--- config.mk ---
export PLATFORM = sky130hd
export DESIGN_NAME = serial_adder_arbiter
export DESIGN_NICKNAME = d
export VERILOG_FILES = /design/src/rtl/serial_adder_arbiter.sv
export SDC_FILE = /design/constraint.sdc
export NUM_CORES = 1
export LEC_CHECK = 0
export BUFFER_PORTS_ARGS = -buffer_cell sky130_fd_sc_hd__buf_2
export CORE_UTILIZATION = 40
export CTS_CLUSTER_DIAMETER = 200
export CTS_CLUSTER_SIZE = 14
export DETAILED_ROUTE_END_ITERATION = 7
export PLACE_DENSITY = 0.68
export SYNTH_ARGS = -nofsm -noshare
export SYNTH_HDL_FRONTEND = slang
export SYNTH_SLANG_ARGS = --single-unit
--- constraint.sdc ---
create_clock -name clk -period 2.1 [get_ports clk]
set_input_delay 0.21 -clock clk [delete_from_list [all_inputs] [get_ports clk]]
set_output_delay 0.21 -clock clk [all_outputs]
set_load 0.01 [all_outputs]
--- src/rtl/serial_adder_arbiter.sv ---
// serial_adder_arbiter
// Round-robin controller sharing a single four_bit_serial_adder between NREQ
// requesters. Grants one requester per operation, latches its operands, pulses
// the adder start, waits for done (or a watchdog timeout) and returns the sum
// with a one-cycle one-hot ack.
//
// Ports:
//   clk, rst_n         clock, asynchronous active-low reset
//   req[NREQ]          per-requester request level
//   req_a/req_b        packed 4-bit operands, requester i in [4i+3:4i]
//   ack[NREQ]          one-cycle one-hot completion pulse
//   res[4], err        sum and timeout flag, valid with ack
//   busy               high in every state except IDLE
//   gnt_id[IDW]        index of the current/last granted requester
//   add_start/a/b      registered drive to the adder
//   add_done, add_s    adder completion and sum
module serial_adder_arbiter #(
    parameter int unsigned NREQ    = 4,
    parameter int unsigned IDW     = 2,
    parameter int unsigned TIMEOUT = 8
) (
    input  logic              clk,
    input  logic              rst_n,
    input  logic [NREQ-1:0]   req,
    input  logic [4*NREQ-1:0] req_a,
    input  logic [4*NREQ-1:0] req_b,
    output logic [NREQ-1:0]   ack,
    output logic [3:0]        res,
    output logic              err,
    output logic              busy,
    output logic [IDW-1:0]    gnt_id,
    output logic              add_start,
    output logic [3:0]        add_a,
    output logic [3:0]        add_b,
    input  logic              add_done,
    input  logic [3:0]        add_s
);

    localparam int unsigned WDW = (TIMEOUT > 2) ? $clog2(TIMEOUT) : 1;

    typedef enum logic [1:0] {IDLE, LOAD, RUN, RESP} state_t;

    state_t          state_q, state_d;
    logic [IDW-1:0]  ptr_q, ptr_d;
    logic [IDW-1:0]  gnt_d;
    logic [WDW-1:0]  wdog_q, wdog_d;
    logic [NREQ-1:0] ack_d;
    logic [3:0]      res_d, add_a_d, add_b_d;
    logic            err_d, busy_d, start_d;

    logic [IDW-1:0]  pick;
    logic            hit;
    logic [3:0]      pick_a, pick_b;

    // Round-robin pick: first pass covers indices at/after the pointer, second pass wraps.
    always_comb begin
        pick   = '0;
        hit    = 1'b0;
        pick_a = '0;
        pick_b = '0;
        for (int k = 0; k < int'(NREQ); k++) begin
            if (!hit && req[k] && (IDW'(k) >= ptr_q)) begin
                pick = IDW'(k);
                hit  = 1'b1;
            end
        end
        for (int k = 0; k < int'(NREQ); k++) begin
            if (!hit && req[k]) begin
                pick = IDW'(k);
                hit  = 1'b1;
            end
        end
        for (int k = 0; k < int'(NREQ); k++) begin
            if (IDW'(k) == pick) begin
                pick_a = req_a[4*k +: 4];
                pick_b = req_b[4*k +: 4];
            end
        end
    end

    // Next-state and next-output logic; every output is registered below.
    always_comb begin
        state_d = state_q;
        ptr_d   = ptr_q;
        gnt_d   = gnt_id;
        wdog_d  = wdog_q;
        ack_d   = '0;
        res_d   = '0;
        err_d   = 1'b0;
        start_d = 1'b0;
        add_a_d = add_a;
        add_b_d = add_b;

        unique case (state_q)
            IDLE: begin
                if (hit) begin
                    gnt_d   = pick;
                    add_a_d = pick_a;
                    add_b_d = pick_b;
                    start_d = 1'b1;
                    state_d = LOAD;
                end
            end
            LOAD: begin
                // add_done may still be high from the previous op; ignore it here.
                wdog_d  = '0;
                state_d = RUN;
            end
            RUN: begin
                wdog_d = wdog_q + WDW'(1);
                if (add_done) begin
                    res_d   = add_s;
                    state_d = RESP;
                end else if (wdog_q == WDW'(TIMEOUT - 1)) begin
                    err_d   = 1'b1;
                    state_d = RESP;
                end
                if (state_d == RESP) begin
                    for (int k = 0; k < int'(NREQ); k++) begin
                        ack_d[k] = (IDW'(k) == gnt_id);
                    end
                end
            end
            RESP: begin
                ptr_d   = (gnt_id == IDW'(NREQ - 1)) ? '0 : gnt_id + IDW'(1);
                state_d = IDLE;
            end
            default: state_d = IDLE;
        endcase

        busy_d = (state_d != IDLE);
    end

    always_ff @(posedge clk or negedge rst_n) begin
        if (!rst_n) begin
            state_q   <= IDLE;
            ptr_q     <= '0;
            wdog_q    <= '0;
            gnt_id    <= '0;
            ack       <= '0;
            res       <= '0;
            err       <= 1'b0;
            busy      <= 1'b0;
            add_start <= 1'b0;
            add_a     <= '0;
            add_b     <= '0;
        end else begin
            state_q   <= state_d;
            ptr_q     <= ptr_d;
            wdog_q    <= wdog_d;
            gnt_id    <= gnt_d;
            ack       <= ack_d;
            res       <= res_d;
            err       <= err_d;
            busy      <= busy_d;
            add_start <= start_d;
            add_a     <= add_a_d;
            add_b     <= add_b_d;
        end
    end

endmodule

==> impl_results.md <==
* DIE HEIGHT at 65.62 um
* Max-Cap Viols at 0
* Static leakage at around 1 nW
* Worst slack, placed at about 0.33 ns
* Fin crit share at a little under nine tenths
* Post-CTS sizing at 0
* Unrepaired setup endpoints after global routing: no
* Final Hold Fails at 0
* CP endpoint kind: flip-flop
* Clk Tree Root Cell: clkbuf_8
* Final wirelength at 3.688 mm
* Cell depth of the worst setup path at 5
* Drt via density at around 5.2
* CP max stage delay at around 0.48 ns
* Hpwl dp at approximately 2.9 mm
* Clock skew at 0.004620 ns
* Top-count cell post-synth: dfrtp_1
* WP data arrival at 1.91 ns
* Final setup viols at 0
* Tmin final at 1.792 ns
* NumNets Final at 284
* CTS Sinks at 28
* Antenna-violating nets left at 0
* Yosys top cell area share at a little over two fifths
* Final Power at 0.002394 W
* Async SR Flop Fraction at 100.0%
* GRT Overall Usage at between 10% and 20%
* DR vias at 1,442
* Initial cell density of the core at 42.93%
* Num rows at 22
* Mapped Area at 0.001619 mm2
* Critical path class: reg -> reg
* Critical path's slowest cell: dfrtp_1
* Drc violations at 0
* Clk buf depth at 2
* Total gr overflow at 0
* Pin count of the biggest net entering global routing at 29
* Htree depth at 1
* Worst R2R End: add_b[3]
* Reg2reg path depth at 5
* Hold crit path type: in -> reg
* Avg Cell Area, Syn at 9.695 um2
* Clock Latency Late Sink at roughly 0.27 ns
* ANT cells at 0
* Share of cells above drive strength 1 at 35.37%
* First-pass GRT wire length at ~6 mm
* CTS tree: done
* Critical Path Fanout Max at 9
* Pre-antenna DRT Iters at 4
* Register area share after synthesis at 43.28%
* Hold WS at 0.1748 ns
* Placed Instances at around 270
* Hold buffer count at cts at 1
* Post-synth EDFFs at 0
* WP data required at about 2.2 ns
* Area Growth Syn to Fin at 25.19%
* Mapped Nets at 221
* Worst-Margin Slew at approximately 0.62 ns
* Die area at 0.004306 mm2
* Final WS setup at 0.3084 ns
* Critical path buffers and inverters at 1
* Cell family with most CP delay: compound AO/OA/AOI/OAI gates
* HP Start: add_done
* Clock slew at reported path FFs at ~0.09 ns
* CTS buffer count at 3
* Yosys top cell by area: dfrtp_1
* Power Density at 1181 mW/mm2
* Vias in the first global route at 1,303
* Top cells by area, synth: dfrtp_1, ha_1, nand3_1
* Outcome: complete, no violations
* Maximum vdd drop at 497.6 uV
* Initial antenna violation count at 0
* Kind of start point of the critical path: flip-flop
* YS warnings at 0
* Non-filler instance count after layout at 277
* FMAX at 558.2 MHz
* # port buffers at 63
* Die Wd at roughly 66 um
* WL per Instance at between 10 and 15 um
* WHS Path Cells at 2
* Critical Path, Cell by Cell: inv_1 > a21oi_1 > o221a_2 > nor2_1 > a31oi_1
* Syn Inst Count at 167
* Max-slew violations at 0
* Main synth FF type: dfrtp_1
* Gpl congestion at 0.8579
* Postcts setup bufs at 0
* Post-synth top cells: dfrtp_1, nand3_1, nor2_1, o21ai_0, ha_1
* Synth cell types at 37
* WHS Endpoint: err
* R2R Setup Slk at roughly 0.31 ns
* RR Startpoint: ptr_q[1]
* FF+latch count, synth at 28
* I/O pin count at 64
* Setup tns final at 0 ns
* Core footprint at 0.003771 mm2
* DR iter-0 viols at 50
* Slew headroom at 58.80%
-- worst register-to-register path, delay by kind of cell (launching register included) --
| kind | cells | cell delay (ns) |
|---|---|---|
| flip-flops | 1 | 0.48 |
| buffers and inverters | 1 | 0.13 |
| AND/OR/NAND/NOR | 1 | 0.45 |
| AO/OA/AOI/OAI | 3 | 0.58 |
-- cells by family after synthesis --
group,after synthesis,share of synthesized area [%]
and+or+nand+nor,59,20.09
muxes,1,0.6955
AOI/OAI and AO/OA,50,21.41
DFF,28,43.28
adders and majority gates,11,8.501
buffers and inverters,18,6.027
-- flip-flops by register name, indices dropped and copies added (netlist names) --
signal,count
ack,4
add_a,4
add_b,4
res,4
wdog_q,3
gnt_id,2
ptr_q,2
state_q,2
add_start,1
busy,1
err,1
-- placed cells by master, fill, tap and decap left out, types with 2 or more instances in the layout --
master,count
a211oi_1,2
a21o_1,5
a21o_2,3
a21oi_1,2
a31oi_1,8
and2_1,4
and3_1,4
buf_2,63
clkbuf_8,3
dfrtp_1,28
ha_1,11
inv_1,10
nand2_1,4
nand3_1,19
nor2_1,16
nor2b_2,2
nor3_1,3
o21ai_0,15
o2bb2ai_1,8
-- power breakdown --
group	internal, W	switching (W)	leakage [nW]	total [W]
Sequential	0.000712	0.000135	0.356	0.000847
Combinational	0.000462	0.000671	0.639	0.00113
Clock	0.000255	0.000159	0.0357	0.000414
Total	0.00143	0.000966	1.03	0.00239
-- worst max-delay path by stage --
| stage | from | to | slack [ns] |
|---|---|---|---|
| finish | ptr_q[1] | add_b[3] | 0.31 |
| global route | ptr_q[1] | add_b[3] | 0.13 |
| CTS | ptr_q[1] | add_b[3] | 0.31 |
| detailed placement | ptr_q[1] | add_b[3] | 0.33 |
| global placement | req[0] | add_b[2] | 0.33 |
| floorplan | ptr_q[0] | add_a[0] | 0.59 |
-- stage by stage --
step / cell area, um2 / utilization [%]
global placement: 1946 / 51.59
floorplan: 1619 / -
CTS: 2027 / 53.75
global route: 2027 / 53.75
finish: 2027 / 53.75
detailed placement: 1946 / 51.59
-- final cells by class --
type | count | area, um2
Inverter | 11 | 41.29
Sequential cell | 28 | 700.7
Fill cell | 345 | 1744
Multi-Input combinational cell | 121 | 820.8
Tap cell | 48 | 60.06
Clock inverter | 1 | 30.03
Clock buffer | 3 | 41.29
Timing Repair Buffer | 65 | 332.8
-- routing by layer --
metal	wire length, um	vias up	part of all wire [%]	GRT usage [%]
met2	1700	43	46	27.04
met5	0	-	0	0
li1	-	723	-	-
met1	1778	672	48	26.89
met4	46	0	1.2	7.065
met3	162	4	4.4	1.910
No activity file was read; power rests on OpenSTA's default activity.
